--- src/rtl/mem_wb_stage_pkg.sv ---
// Shared definitions for the memory-access stage: handshake FSM states,
// the W-stage register bundle and the address alignment helper.
package mem_wb_stage_pkg;

  localparam int XLEN  = 32;
  localparam int REG_W = 5;

  typedef enum logic [1:0] {
    MS_IDLE = 2'd0,
    MS_BUSY = 2'd1,
    MS_DONE = 2'd2
  } ms_state_e;

  typedef struct packed {
    logic             reg_write;
    logic             memto_reg;
    logic [XLEN-1:0]  alu_out;
    logic [XLEN-1:0]  read_data;
    logic [REG_W-1:0] write_reg;
  } wb_bundle_t;

  // Data memory is word addressed on the bus; byte offset bits are dropped.
  function automatic logic [XLEN-1:0] word_align(input logic [XLEN-1:0] a);
    return {a[XLEN-1:2], 2'b00};
  endfunction

endpackage

--- src/rtl/mem_wb_stage_dmem_handshake.sv ---
// Data-memory request/acknowledge sequencer: owns the IDLE/BUSY/DONE FSM,
// the request latches that keep the bus stable while waiting, and the
// capture register for load data (valid only in the ack cycle).
module dmem_handshake
  import mem_wb_stage_pkg::*;
#(
  parameter int ADDR_W = 32
) (
  input  logic              clk,
  input  logic              rst,
  input  logic              memop_i,
  input  logic              we_i,
  input  logic [XLEN-1:0]   addr_i,
  input  logic [XLEN-1:0]   wdata_i,
  input  logic              dmem_ack_i,
  input  logic [XLEN-1:0]   dmem_rdata_i,
  output ms_state_e         state_o,
  output logic              dmem_req_o,
  output logic              dmem_we_o,
  output logic [ADDR_W-1:0] dmem_addr_o,
  output logic [XLEN-1:0]   dmem_wdata_o,
  output logic [XLEN-1:0]   rdata_o
);

  ms_state_e         state_q, state_d;
  logic              req_q, req_d;
  logic              we_q, we_d;
  logic [ADDR_W-1:0] addr_q, addr_d;
  logic [XLEN-1:0]   wdata_q, wdata_d;
  logic [XLEN-1:0]   rdata_q, rdata_d;

  // Next-state logic: latch the access in IDLE, wait for ack in BUSY,
  // spend one DONE cycle handing the result to the W register.
  always_comb begin
    state_d = state_q;
    req_d   = req_q;
    we_d    = we_q;
    addr_d  = addr_q;
    wdata_d = wdata_q;
    rdata_d = rdata_q;
    case (state_q)
      MS_IDLE: begin
        if (memop_i) begin
          state_d = MS_BUSY;
          req_d   = 1'b1;
          we_d    = we_i;
          addr_d  = ADDR_W'(word_align(addr_i));
          wdata_d = wdata_i;
        end
      end
      MS_BUSY: begin
        // Acks seen in any other state are stray and deliberately ignored.
        if (dmem_ack_i) begin
          state_d = MS_DONE;
          req_d   = 1'b0;
          rdata_d = we_q ? '0 : dmem_rdata_i;
        end
      end
      MS_DONE: begin
        state_d = MS_IDLE;
      end
      default: begin
        state_d = MS_IDLE;
        req_d   = 1'b0;
      end
    endcase
  end

  // State and bus latches; reset abandons any outstanding request.
  always_ff @(posedge clk) begin
    if (rst) begin
      state_q <= MS_IDLE;
      req_q   <= 1'b0;
      we_q    <= 1'b0;
      addr_q  <= '0;
      wdata_q <= '0;
      rdata_q <= '0;
    end else begin
      state_q <= state_d;
      req_q   <= req_d;
      we_q    <= we_d;
      addr_q  <= addr_d;
      wdata_q <= wdata_d;
      rdata_q <= rdata_d;
    end
  end

  assign state_o      = state_q;
  assign dmem_req_o   = req_q;
  assign dmem_we_o    = we_q;
  assign dmem_addr_o  = addr_q;
  assign dmem_wdata_o = wdata_q;
  assign rdata_o      = rdata_q;

endmodule

--- src/rtl/mem_wb_stage.sv ---
// Memory-access stage and MEM/WB pipeline register. Memory instructions
// stall the front of the pipe until the data memory acknowledges; the W
// register takes bubbles while stalled and the final result is muxed here.
module mem_wb_stage
  import mem_wb_stage_pkg::*;
#(
  parameter int ADDR_W = 32,
  parameter int CNT_W  = 16
) (
  input  logic              clk,
  input  logic              rst,
  input  logic              RegWriteM,
  input  logic              MemtoRegM,
  input  logic              MemWriteM,
  input  logic [31:0]       ALUOutM,
  input  logic [31:0]       WriteDataM,
  input  logic [4:0]        WriteRegM,
  output logic              StallM,
  output logic              dmem_req,
  output logic              dmem_we,
  output logic [ADDR_W-1:0] dmem_addr,
  output logic [31:0]       dmem_wdata,
  input  logic [31:0]       dmem_rdata,
  input  logic              dmem_ack,
  output logic              RegWriteW,
  output logic              MemtoRegW,
  output logic [31:0]       ALUOutW,
  output logic [31:0]       ReadDataW,
  output logic [31:0]       ResultW,
  output logic [4:0]        WriteRegW,
  output logic [CNT_W-1:0]  stall_cycles
);

  ms_state_e       hs_state;
  logic [XLEN-1:0] hs_rdata;
  logic            memop;
  wb_bundle_t      w_q, w_d;
  logic [CNT_W-1:0] cnt_q, cnt_d;

  assign memop = MemtoRegM | MemWriteM;

  dmem_handshake #(
    .ADDR_W (ADDR_W)
  ) u_hs (
    .clk          (clk),
    .rst          (rst),
    .memop_i      (memop),
    .we_i         (MemWriteM),
    .addr_i       (ALUOutM),
    .wdata_i      (WriteDataM),
    .dmem_ack_i   (dmem_ack),
    .dmem_rdata_i (dmem_rdata),
    .state_o      (hs_state),
    .dmem_req_o   (dmem_req),
    .dmem_we_o    (dmem_we),
    .dmem_addr_o  (dmem_addr),
    .dmem_wdata_o (dmem_wdata),
    .rdata_o      (hs_rdata)
  );

  // Stall while a memory op is being launched or is outstanding; never in reset.
  always_comb begin
    StallM = 1'b0;
    if (!rst) begin
      StallM = ((hs_state == MS_IDLE) && memop) || (hs_state == MS_BUSY);
    end
  end

  // W-register next value: bubble while stalled, otherwise the M instruction.
  // A store that also asserts MemtoReg must not select read data in W.
  always_comb begin
    w_d = w_q;
    if (StallM) begin
      w_d.reg_write = 1'b0;
      w_d.memto_reg = 1'b0;
    end else begin
      w_d.reg_write = RegWriteM;
      w_d.memto_reg = MemtoRegM & ~MemWriteM;
      w_d.alu_out   = ALUOutM;
      w_d.write_reg = WriteRegM;
      w_d.read_data = (hs_state == MS_DONE) ? hs_rdata : '0;
    end
  end

  // Stall-cycle counter sticks at all-ones instead of wrapping.
  always_comb begin
    cnt_d = cnt_q;
    if (StallM && (cnt_q != {CNT_W{1'b1}})) begin
      cnt_d = cnt_q + CNT_W'(1);
    end
  end

  // MEM/WB register and performance counter.
  always_ff @(posedge clk) begin
    if (rst) begin
      w_q   <= '0;
      cnt_q <= '0;
    end else begin
      w_q   <= w_d;
      cnt_q <= cnt_d;
    end
  end

  assign RegWriteW    = w_q.reg_write;
  assign MemtoRegW    = w_q.memto_reg;
  assign ALUOutW      = w_q.alu_out;
  assign ReadDataW    = w_q.read_data;
  assign WriteRegW    = w_q.write_reg;
  assign ResultW      = w_q.memto_reg ? w_q.read_data : w_q.alu_out;
  assign stall_cycles = cnt_q;

endmodule
--- config.mk ---
export PLATFORM = sky130hd
export DESIGN_NAME = mem_wb_stage
export DESIGN_NICKNAME = d
export VERILOG_FILES = /design/src/rtl/mem_wb_stage_pkg.sv /design/src/rtl/mem_wb_stage_dmem_handshake.sv /design/src/rtl/mem_wb_stage.sv
export SDC_FILE = /design/constraint.sdc
export NUM_CORES = 1
export LEC_CHECK = 0
export CAP_MARGIN = 25
export CORE_MARGIN = 2
export CORE_UTILIZATION = 38
export CTS_CLUSTER_DIAMETER = 30
export DETAILED_ROUTE_END_ITERATION = 8
export GPL_TIMING_DRIVEN = 0
export PLACE_DENSITY = 0.77
export SLEW_MARGIN = 15
export SYNTH_ARGS = -nofsm -noshare
export SYNTH_HDL_FRONTEND = slang
export SYNTH_SLANG_ARGS = --single-unit
--- constraint.sdc ---
create_clock -name clk -period 2.3 [get_ports clk]
set_input_delay 0.69 -clock clk [delete_from_list [all_inputs] [get_ports clk]]
set_output_delay 0.69 -clock clk [all_outputs]
set_load 0.01 [all_outputs]
Word-level counts from Yosys, hierarchy flattened
Index checks and enable logic that the tools add are counted.
- bits in registers: 185
- input port bits: 107
- output and inout port bits: 186
- word-level logic and storage cells: 41
- $add $sub $neg: 1
- equality and inequality tests: 5
- muxes and demuxes: 10
- bitwise logic cells: 4
- reduce and logical (&&, ||, !) cells: 9
- operators with widths (cell ; count):
    two-way mux 32 bit ; 3
    adder 16 x 1 -> 16 bit, second input constant ; 1
    inequality test 16 bit, second input constant ; 1
    AND reduction 2 bit ; 3
    two-way mux 2 bit ; 2
    inequality test 2 bit, second input constant ; 2
    case mux 2 bit (2 select lines) ; 1
    two-way mux 1 bit ; 3
    case mux 1 bit (3 select lines) ; 1
    AND reduction 3 bit ; 1
    == test 2 x 1 -> 1 bit, second input constant ; 1
    == test 2 bit, second input constant ; 1
    logical AND 1 bit ; 2
    logical NOT 2 bit ; 1
    NOT 1 bit ; 2
    OR reduction 2 bit ; 1
    bitwise AND 1 bit ; 1
    logical OR 1 bit ; 1
    bitwise OR 1 bit ; 1

Logic depth before layout (Yosys ltp)
Gate-level depths: netlist (run 1).
- depth in word-level cells: 5
- mapped depth: 7
- depth with buffers taken out: 5

By module
Synthesis (run 1) repeated with hierarchy kept, for this count alone.
- cell total of the unflattened synthesis: 729
- area, all modules: 7940.1 µm²
- modules (own cells, without submodules) (module ; times used ; cells an instance ; area each (µm²) ; sequential area each (µm²)):
    dmem_handshake ; 1 ; 433 ; 4525.6 ; 1961.9
    mem_wb_stage ; 1 ; 296 ; 3414.5 ; 1741.7

Least setup slack after synthesis (run 1)
OpenSTA, ideal clock, no wires.
- path type: input to output
- start: input port MemWriteM
- end: output port StallM
- arrival: 1.627 ns
- data required time: 1.610 ns
- slack: -0.017 ns
- stages: 5
- cells stage by stage: nor3_1 > or3_1 > clkbuf_1 > inv_2 > clkbuf_1
- word-level cells in the longest chain between the ends: 4
- RTL lines (what ; line ; source):
    start: declaration ; mem_wb_stage.sv:14 ; input logic MemWriteM,
    bitwise OR 1 bit ; mem_wb_stage.sv:40 ; assign memop = MemtoRegM | MemWriteM;
    logical AND 1 bit ; mem_wb_stage.sv:65 ; StallM = ((hs_state == MS_IDLE) && memop) || (hs_state == MS_BUSY);
    logical OR 1 bit ; mem_wb_stage.sv:65 ;
    two-way mux 1 bit ; mem_wb_stage.sv:64 ; if (!rst) begin
    end: declaration ; mem_wb_stage.sv:18 ; output logic StallM,
Every way passes these cells.

Worst setup path in the final report (run 1)
- start: register w_q, in the netlist MemtoRegW
- end: output port ResultW[25]
- word-level cells in the longest chain between the ends: 1
- RTL lines (what ; line ; source):
    start: declaration ; mem_wb_stage.sv:37 ; wb_bundle_t w_q, w_d;
    start signal: assignment ; mem_wb_stage.sv:99 ; w_q <= w_d;
    two-way mux 32 bit ; mem_wb_stage.sv:109 ; assign ResultW = w_q.memto_reg ? w_q.read_data : w_q.alu_out;
    end: declaration ; mem_wb_stage.sv:29 ; output logic [31:0] ResultW,
Every way passes these cells.

==> results of run 1 <==
state kept, by name (all words and copies together) (netlist names):
| signal | count |
|---|---|
| ALUOutW | 32 |
| ReadDataW | 32 |
| u_hs.dmem_wdata_o | 32 |
| u_hs.rdata_o | 32 |
| u_hs.dmem_addr_o | 30 |
| stall_cycles | 16 |
| WriteRegW | 5 |
| u_hs.state_o | 2 |
| MemtoRegW | 1 |
| RegWriteW | 1 |
| u_hs.dmem_req_o | 1 |
| u_hs.dmem_we_o | 1 |
cell usage after synthesis, drive strengths merged, types with 2 or more instances:
cell,number,area [sq um]
inv,4,15.01
o41ai,2,17.52
or2,2,12.51
nor3,4,20.02
clkbuf,51,191.4
o31ai,4,30.03
nor2b,2,12.51
nand4,4,31.28
and2,2,12.51
a21oi,102,510.5
o21ai,5,25.02
mux2,34,382.9
buf,8,40.03
dfxtp,185,3704
mux2i,6,60.06
or4,5,38.79
nor4,4,25.02
o211ai,2,15.01
o311ai,2,17.52
or3,4,25.02
nor2,7,26.28
nand2,172,645.6
nand3b,32,240.2
a22o,69,604.3
power by group:
part	switching, W	internal, W
clock	0.00130	0.00155
sequential	0.000129	0.00340
combinational	0.000644	0.000747
critical path, stage by stage (launching register included):
cell     delay [ns]
dfxtp_4        0.36
buf_6          0.13
buf_6          0.11
buf_12         0.13
mux2_4         0.30
buf_6          0.12
per-layer routing:
metal  global-route usage (%)  vias to the layer above
met5                        0                        -
met4                    7.596                        0
met3                    8.094                       23
met2                    40.02                      249
met1                    27.62                     3071
li1                         -                     3184
cell type report:
class / instances / area (sq um)
multi-input combinational: 476 / 2930
timing repair buffer: 305 / 3004
clock inverter: 13 / 132.6
clock buffer: 19 / 442.9
fill: 1511 / 6669
sequential: 185 / 3711
buffer: 53 / 222.7
inverter: 4 / 22.52
tap: 225 / 281.5
final timing paths:
path | to | depth (start not counted) | slack [ns] | start
setup / recovery | ResultW[25] | 5 | 0.03 | MemtoRegW
hold / removal | u_hs.rdata_o[26] | 2 | 0.45 | u_hs.rdata_o[26]
hold reg to reg | u_hs.rdata_o[26] | 2 | 0.45 | u_hs.rdata_o[26]
setup reg to reg | ALUOutW[30] | 6 | 0.27 | u_hs.state_o[1]
cell families (layout without fill, tap and decap cells):
family                   count (synthesis)  after routing
AO/OA/AOI/OAI                          189            189
adder cells (fa/ha/maj)                  1              1
buffers and inverters                   63            394
flip-flops                             185            185
multiplexers                            40             40
other                                    1              2
AND/OR/NAND/NOR                        244            244
stage by stage:
| step | power (W) | instance area, sq um | utilization (%) | setup TNS, ns |
|---|---|---|---|---|
| CTS | 0.007823 | 10770 | 61.86 | -2.968 |
| detailed placement | 0.004964 | 9992 | 57.37 | -138.85 |
| floorplan | 0.004142 | 6800 | - | 0 |
| finish | 0.007771 | 10750 | 61.71 | 0 |
| global placement | 0.004937 | 9985 | 57.33 | -141.42 |
| global route | 0.008097 | 10750 | 61.71 | -0.03048 |
repair_timing:
action                                  CTS  global route
pin swaps                                 1             1
resized for setup                       155            49
gates cloned                              2             1
endpoints found under the setup margin  167            61
setup buffers                             7             7
==> run metrics, run 1 <==
register area share after synthesis=54.50%; Critical Path AT=1.58 ns; Worst setup EP type=output port; drt via density=5.099; Synthesis Warnings=0; Slew @ Worst Pin=0.8059 ns; Die Width=137.7 um; syn_area_per_cell=9.399 sq um; RSZ-0062 raised after global routing=yes; Simple-Gate Fraction of Synth Area=16.77%; core area=17420 sq um; Non-Filler Instances=1280; count of final hold-check violations=0; Worst Setup Path Type=reg2out; hold_ws=0.4495 ns; H-tree depth=4; layout cells sized above 1=12.61%; Post-Synthesis Cells=723; 1st-pass router iterations=4; Top FF cell, synth=dfxtp_1; commonest non-fill, non-tap cells in the layout=clkdlybuf4s50_1, dfxtp_1, nand2_1; first-pass GRT wire length=33.75 mm; DRT met1 WL=9.242 mm; FF+latch count, synth=185; EDFF count, synth=0; Worst Path Required=1.61 ns; Layout Nets=1150; # diodes=0; post-synthesis adder-cell area fraction=0.1841%; Initial Util=39.02%; Slew headroom=45.78%; CP Launch Type=flop; WL/cell=17.77 um; latest clock arrival within the worst-skew pair=0.42 ns; largest family of logic cells by synthesized area=compound AO/OA/AOI/OAI gates; largest net degree at the start of global routing=18; Pins Over Slew Limit=0; FMAX=440.0 MHz; met2 WL=11.06 mm; final setup fails=0; CTS tree=built; ys async rst share=0%; area of the die=18970 sq um; Clock Sink Count=185; via count=6527; io pins=293; vias in the first global route=6153; # placed instances=1240; met3 wire len=2.067 mm; final routed DRC violation total=0; dpl ws=-1.385 ns; die height=137.7 um; final setup margin=0.02726 ns; DPL Wire Length=16.42 mm; initial antenna violation count=0; Routed WL=22.75 mm; final worst path period share=98.81%; status=completed; peak supply drop=0.5119 mV; Netlist cell types=42; Setup Skew=0.008323 ns; minimum clock period after layout=2.273 ns; Post-CTS Hold Buffers=0; mux cell area share after synthesis=6.518%; drt initial violations=301; min-delay worst type=reg2reg; clock buffer depth=2; GR Overflow Total=0; Pwr per Cell Area=723.0 nW/um^2; total track usage=23.45%; Mapped Area=6795 sq um; Post-Synth XOR/XNOR Area=0%; Root Buffer=clkbuf_16; total CTS buffers=17; clk slew on worst S/H paths=0.07 ns; Pleak=4.059 nW; DRT antenna net count=0; Top Layer Used=met4; number of I/O port buffers=290; Synth-to-Final Area Change=58.17%; Max FO, Critical Path=5; total of max-cap violations=0; Compound-Gate Fraction of Synth Area=18.34%; most common cell after layout, fill and taps aside=clkdlybuf4s50_1; GPL Wtd Cong=0.8261; Core Rows=48
Note: power is estimated with default switching activity, not from simulation.
==> inputs of run 2 (changes only) <==
CORE_MARGIN = 3   (was 2)
SETUP_SLACK_MARGIN = 0.3   (was unset)
TNS_END_PERCENT = 10   (was unset)
==> run metrics, run 2 (synthesis gave the netlist of run 1 again) <==
min-delay worst type=reg2reg; Slew headroom=49.54% (+3.8 points); clock buffer depth=2 (unchanged); final setup margin=-0.04522 ns (-0.07247 ns); layout cells sized above 1=15.83% (+3.2 points); Tot Pwr=0.007786 W (+0.20%); most common cell after layout, fill and taps aside=nand2_1; fin area=11000 sq um (+2.4%); total of max-cap violations=0 (unchanged); Non-Filler Instances=1286 (+0.47%); drt initial violations=333 (+11%); count of final hold-check violations=0 (unchanged); CP Launch Type=flop; crit path launch=MemtoRegW; Worst setup EP type=output port; slowest cell on the critical path=dfxtp_4; status=finished, violations left; Die Width=139.7 um (+1.5%); Worst R2R Start=u_hs.state_o[1]; worst setup path end=ResultW[21]; first-pass GRT wire length=35.84 mm (+6.2%); FMAX=426.4 MHz (-3.1%); worst r2r dst=ReadDataW[11]; final routed DRC violation total=0 (unchanged); via count=6588 (+0.93%); drt via density=5.123 (+0.46%); die height=139.7 um (+1.5%); GPL Wtd Cong=0.8026 (-2.8%); delay-heaviest family, CP=buffers and inverters; Clock Sink Count=185 (unchanged); total CTS buffers=17 (unchanged); vias in the first global route=6316 (+2.6%); clk slew on worst S/H paths=0.06 ns (about the same); RSZ-0062 raised after global routing=yes; Root Buffer=clkbuf_16; Pwr per Cell Area=707.7 nW/um^2 (-2.1%); r2r worst-path depth=7 (+1); failing checks=negative setup slack; Critical Path AT=1.66 ns (+0.08 ns); Routed WL=23.24 mm (+2.2%); latest clock arrival within the worst-skew pair=0.42 ns (about the same); Fill cells=1495 (-1.1%); CTS tree=built; Pins Over Slew Limit=0 (unchanged); total track usage=23.02% (-0.43 points); Worst Path Required=1.61 ns (about the same); commonest non-fill, non-tap cells in the layout=nand2_1, dfxtp_1, dlygate4sd2_1; GR Overflow Total=0 (unchanged); minimum clock period after layout=2.345 ns (+0.07247 ns); slowest stage delay, CP=0.36 ns (about the same); # placed instances=1240 (unchanged); WL/cell=18.07 um (+1.7%); 1st-pass router iterations=5 (+1); largest net degree at the start of global routing=19 (+1); H-tree depth=4 (unchanged); worst path bufs/invs=4 (unchanged); critical path, cell by cell=clkbuf_16 > buf_12 > buf_16 > mux2_4 > buf_6; DRT antenna net count=0 (unchanged); DPL Wire Length=16.80 mm (+2.3%); final setup fails=20 (+20); initial antenna violation count=0 (unchanged); worst hold path startpoint=u_hs.rdata_o[27]; Initial Util=39.02% (unchanged); io pins=293 (unchanged); final worst path period share=102.0% (+3.2 points); Setup Skew=0.009307 ns (+0.0009847 ns); CP Depth=5 (unchanged); placed inst area=10030 sq um (+0.35%); Slew @ Worst Pin=0.7499 ns (-0.05602 ns); Core Rows=48 (unchanged); Layout Nets=1156 (+0.52%); core area=17420 sq um (unchanged); Pleak=5.022 nW (+24%); peak supply drop=0.5957 mV (+16%); Worst Setup Path Type=reg2out; number of I/O port buffers=290 (unchanged); Synth-to-Final Area Change=61.90%; R2R setup slack=0.36 ns (+0.09 ns); area of the die=19520 sq um (+2.9%); # diodes=0 (unchanged); Max FO, Critical Path=8 (+3)
-- run 2: cell types whose count changed in the layout (fill, tap and decap cells not counted), moves of 7 or more --
cell	previous run	this run
clkbuf_1	46	35
buf_6	20	36
mux2_4	13	27
clkdlybuf4s50_1	254	104
dfxtp_1	183	167
dlygate4sd2_1	1	136
mux2_2	20	6
buf_2	9	2
dfxtp_2	0	14
dlymetal6s2s_1	0	14
-- run 2: cell type report --
class                           count  area, sq um  area share (%)
Buffer                             59        357.8           3.253
Sequential cell                   185         3736           33.96
Inverter                            4        22.52          0.2047
Multi-Input combinational cell    476         2997           27.24
Timing Repair Buffer              305         3023           27.48
Clock buffer                       18        429.2           3.901
Tap cell                          225        281.5           2.559
Clock inverter                     14        155.1           1.410
-- run 2: how the worst min path moves through the flow --
stage	to	slack (ns)	cells past startpoint
6_report	u_hs.rdata_o[27]	0.45	2
5_1_grt	u_hs.dmem_addr_o[30]	0.47	2
4_1_cts	u_hs.rdata_o[28]	0.45	2
3_5_place_dp	u_hs.rdata_o[20]	0.44	2
3_3_place_gp	u_hs.rdata_o[23]	0.44	2
2_1_floorplan	u_hs.rdata_o[10]	0.43	2
-- run 2: layer usage --
metal  routed length [um]  global-route usage [%]  vias to the layer above
met1                 9724                   28.42                     3143
met4                  352                   6.119                        0
li1                     -                       -                     3193
met3                 1577                   6.804                       25
met2                11590                   39.33                      227
met5                    0                       0                        -
-- run 2: worst register-to-register path: stages (launching register included) --
cell,delay [ns]
dfxtp_4,0.36
or3_1,0.37
clkbuf_8,0.16
inv_8,0.06
buf_4,0.13
buf_4,0.17
clkbuf_1,0.40
a22o_1,0.23
-- run 2: timing repair --
action	4_1_cts	5_1_grt
gates resized for setup	398	42
hold buffers	0	0
setup endpoints to repair	356	189
buffers inserted	10	1
pin swaps	2	1
cloned	3	0
-- run 2: stage by stage --
stage / setup TNS, ns / setup WS (ns) / utilization (%) / hold slack, ns
2_1_floorplan: 0 / 0.2037 / - / 0.4316
3_3_place_gp: -140.72 / -1.082 / 57.53 / 0.4378
3_5_place_dp: -137.42 / -1.095 / 57.57 / 0.4427
4_1_cts: -0.6919 / -0.04829 / 62.66 / 0.4522
5_1_grt: -1.448 / -0.08108 / 63.17 / 0.4682
6_report: -0.5948 / -0.04522 / 63.17 / 0.4484
-- run 2: power by group --
part	internal [W]	switching, W	total [W]
combinational	0.000719	0.000664	0.00138
sequential	0.00340	0.000123	0.00352
clock	0.00154	0.00134	0.00289
==> inputs of run 3 (changes only) <==
CELL_PAD_IN_SITES_DETAIL_PLACEMENT = 0   (was unset)
CELL_PAD_IN_SITES_GLOBAL_PLACEMENT = 1   (was unset)
CORE_UTILIZATION = 28   (was 38)
PLACE_DENSITY = 0.78   (was 0.77)
==> run metrics, run 3 (synthesis gave the netlist of run 1 again) <==
most common cell after layout, fill and taps aside=nand2_1; final setup margin=-0.02868 ns (+0.01654 ns); total CTS buffers=17 (unchanged); min-delay worst type=reg2reg; latest clock arrival within the worst-skew pair=0.43 ns (about the same); slowest cell on the critical path=or3_1; minimum clock period after layout=2.329 ns (-0.01654 ns); Core Rows=56 (+17%); Synth-to-Final Area Change=62.84%; initial antenna violation count=0 (unchanged); core area=23680 sq um (+36%); Max FO, Critical Path=5 (-3); status=finished, violations left; drt initial violations=291 (-13%); layout cells sized above 1=16.10% (+0.27 points); DRT antenna net count=0 (unchanged); total of max-cap violations=0 (unchanged); Pins Over Slew Limit=0 (unchanged); vias in the first global route=6322 (+0.095%); via count=6486 (-1.5%); Fill cells=2406 (+61%); number of I/O port buffers=290 (unchanged); clock buffer depth=2 (unchanged); RSZ-0062 raised after global routing=yes; delay-heaviest family, CP=buffers and inverters; area of the die=26170 sq um (+34%); Worst setup EP type=output port; H-tree depth=4 (unchanged); CTS tree=built; Critical Path AT=1.64 ns (-0.02 ns); Setup Skew=0.01528 ns (+0.005972 ns); DPL Wire Length=18.19 mm (+8.3%); fin area=11070 sq um (+0.58%); critical path, cell by cell=buf_4 > nor3_4 > or3_1 > clkbuf_8 > inv_12 > clkbuf_16 > buf_6; total track usage=18.29% (-4.7 points); Slew @ Worst Pin=0.7266 ns (-0.02337 ns); first-pass GRT wire length=37.29 mm (+4.0%); Root Buffer=clkbuf_16; hold_ws=0.4507 ns (+0.002259 ns); final routed DRC violation total=0 (unchanged); GPL Wtd Cong=0.7634 (-4.9%); final setup TNS=-0.2680 ns (+0.3268 ns); drt via density=4.697 (-8.3%); Pwr per Cell Area=713.7 nW/um^2 (+0.84%); Worst Setup Path Type=in2out; 1st-pass router iterations=4 (-1); WL/cell=17.96 um (-0.61%); count of final hold-check violations=0 (unchanged); final worst path period share=101.2% (-0.72 points); # placed instances=1334 (+7.6%); peak supply drop=0.4364 mV (-27%); placed inst area=10150 sq um (+1.2%); Post-CTS Hold Buffers=0 (unchanged); die height=161.8 um (+16%); GR Overflow Total=0 (unchanged); # diodes=0 (unchanged); sequential cell area=3737 sq um (about the same); Non-Filler Instances=1381 (+7.4%); area occupied by multi-input gates=2984 sq um (-0.42%); CP Launch Type=input port; worst path bufs/invs=5 (+1); io pins=293 (unchanged); Worst Path Required=1.61 ns (about the same); Slew headroom=51.12% (+1.6 points); Pleak=4.929 nW (-1.9%); slowest stage delay, CP=0.35 ns (about the same); Routed WL=24.81 mm (+6.7%); Die Width=161.8 um (+16%); Initial Util=28.69% (-10 points); largest net degree at the start of global routing=20 (+1); Clock Sink Count=185 (unchanged); Layout Nets=1157 (+0.087%); commonest non-fill, non-tap cells in the layout=nand2_1, dfxtp_1, dlygate4sd2_1; clk slew on worst S/H paths=0.07 ns (about the same); FMAX=429.4 MHz (+0.71%); final setup fails=16 (-20%); failing checks=negative setup slack
## run 3: repair_timing
action                     in CTS  in global routing
setup buffers                  12                  1
cloned                          2                  0
pin swaps                       3                  1
setup endpoints to repair     367                 88
hold endpoints to repair        0                  0
resized for setup             404                 30
## run 3: per-layer routing
metal	up-vias	track usage (%)	part of all wire, %
li1	3201	-	-
met1	3060	22.58	43
met2	209	30.99	48
met3	16	6.835	8.2
met4	0	3.218	0.94
met5	-	0	0
## run 3: cell type report
| cell class | instances | share of cell area, % |
|---|---|---|
| buffer | 59 | 3.268 |
| clock buffer | 18 | 3.878 |
| clock inverter | 14 | 1.640 |
| inverter | 4 | 0.2488 |
| multi-input combinational | 476 | 26.97 |
| sequential | 185 | 33.77 |
| tap | 319 | 3.607 |
| timing repair buffer | 306 | 26.62 |
## run 3: report_power, final
part / internal, W / switching (W)
clock network: 0.00157 / 0.00144
registers: 0.00339 / 0.000122
logic: 0.000708 / 0.000670
total: 0.00567 / 0.00223
## run 3: worst paths after layout
check | start | endpoint | slack, ns | cells after the start
setup / recovery | MemWriteM | StallM | -0.03 | 7
hold / removal | u_hs.rdata_o[11] | u_hs.rdata_o[11] | 0.45 | 2
setup reg to reg | u_hs.state_o[0] | stall_cycles[13] | 0.41 | 6
hold reg to reg | u_hs.rdata_o[11] | u_hs.rdata_o[11] | 0.45 | 2
## run 3: worst register-to-register path, stage by stage (launching register included)
cell and delay [ns]:
dfxtp_4 0.37, nor3_4 0.05, buf_4 0.13, or4_1 0.49, buf_4 0.17, nor4_2 0.24, mux2_1 0.35
## run 3: metrics by stage
step	utilization [%]	power, W	setup WS (ns)
floorplan	-	0.004150	0.2037
global placement	42.80	0.004983	-1.307
detailed placement	42.85	0.005002	-1.379
CTS	46.41	0.008004	-0.05050
global route	46.72	0.008266	-0.07985
finish	46.72	0.007897	-0.02868
==> variant, RTL diff (flow settings as in run 3) <==
`CNT_W`: 16 -> 32.
--- a/src/rtl/mem_wb_stage.sv
+++ b/src/rtl/mem_wb_stage.sv
@@ -5,7 +5,7 @@
   import mem_wb_stage_pkg::*;
 #(
   parameter int ADDR_W = 32,
-  parameter int CNT_W  = 16
+  parameter int CNT_W  = 32
 ) (
   input  logic              clk,
   input  logic              rst,
Ports: changed (resized stall_cycles); port bits go from 293 to 309. No check against the original RTL was run, so the function may have changed too.
==> variant against run 3 <==
The flow still finishes with violations (setup timing). Maximum frequency decreased by 3.3%. Synthesized area increased by 13%. Power up 60%. Design area grew 22%. Clock skew up 12 ps. Core utilization grew 4.3 points. Sequential cell count grew 16. Cell count increased by 14%. Non-clock buffer count increased by 17. Routed wire length increased by 17%. Setup slack lost 80 ps. Largest cell class unchanged. Largest power group is now clock.
==> variant: results <==
{
  "outcome": "complete, but fails checks",
  "failed_checks": "setup timing",
  "clock-skew-final_ps": 26.8,
  "detailedPlacementHpwl_um": 20400,
  "met2WireLength_um": 13900,
  "place_worst_setup_slack_ps": -1510,
  "worst_slack_ps": -108,
  "number_of_cts_inserted_buffers": 52,
  "grt.met2_usage_pct": 31.0,
  "routed-wl-met3_um": 2060,
  "cts.reportedPaths.clkPinSlew_ps": 50,
  "timing.hold.worst_path_depth": 1,
  "setup_violation_total_in_the_final_timing_report": 31,
  "timing.rr.end": "stall_cycles[2]",
  "placedInstanceArea_um2": 11200,
  "routabilityCongestion": 0.774,
  "design.final.nets": 1310,
  "leakagePower_nw": 6.01,
  "grt_first_pass_wirelength_um": 43700,
  "maxSlewHeadroom_pct": 43.2,
  "avg_synthesized_cell_area_um2": 9.17,
  "worstReg2RegStart": "stall_cycles[17]",
  "post_cts.resized_instances": 426,
  "post_cts_setup_buffers": 6,
  "synth.area.top_cells": "dfxtp_1 (53%), a21oi_1 (8.1%), a22o_1 (7.9%), nand2_1 (6.7%), mux2_2 (4.7%)",
  "switching_power_mw": 2.94,
  "first_pass_iters": 5,
  "final_instance_count_excl_fillers": 1580,
  "placement.io_buffers": 305,
  "synth-seq-area-share_pct": 52.5,
  "fraction_of_final_layout_cells_with_drive_strength_greater_than_1_pct": 20.9,
  "hold_slack_ps": 442,
  "max-vdd-ir-drop_v": 0.000704,
  "cts_max_path_buffers": 3,
  "setup_tns_ps": -1680,
  "via_count_of_the_first_global_routing_pass": 7697,
  "drt-wirelength-per-cell_um": 18.4,
  "crit_slowest_cell": "dfxtp_2"
}
variant: cell families (layout without fill, tap and decap cells):
family | count (synthesis) | count (layout) | synth area share (%)
compound gates | 229 | 229 | 18.9
buf+inv | 77 | 485 | 4.16
flops | 201 | 201 | 52.5
other cells | 1 | 3 | 0.0489
simple gates | 291 | 291 | 18.9
fa+ha+maj | 1 | 1 | 0.163
mux | 35 | 35 | 5.29
variant: final cells by class:
cell class,count,area (um2)
diodes,1,2.50
clock buffers,71,1490
clock inverters,25,355
well taps,335,419
inverters,7,28.8
plain buffers,70,490
multi-input cells,558,3660
fillers,2487,13000
repair buffers,312,3010
flip-flops and latches,201,4080
variant: how the worst max path moves through the flow:
stage,startpoint,to,slack [ps]
after detailed placement,MemWriteM,ALUOutW[30],-1510
after global routing,MemtoRegW,ResultW[11],-150
after floorplan,MemWriteM,StallM,220
after CTS,u_hs.state_o[0],StallM,-180
final,MemtoRegW,ResultW[11],-110
after global placement,MemWriteM,WriteRegW[1],-1460
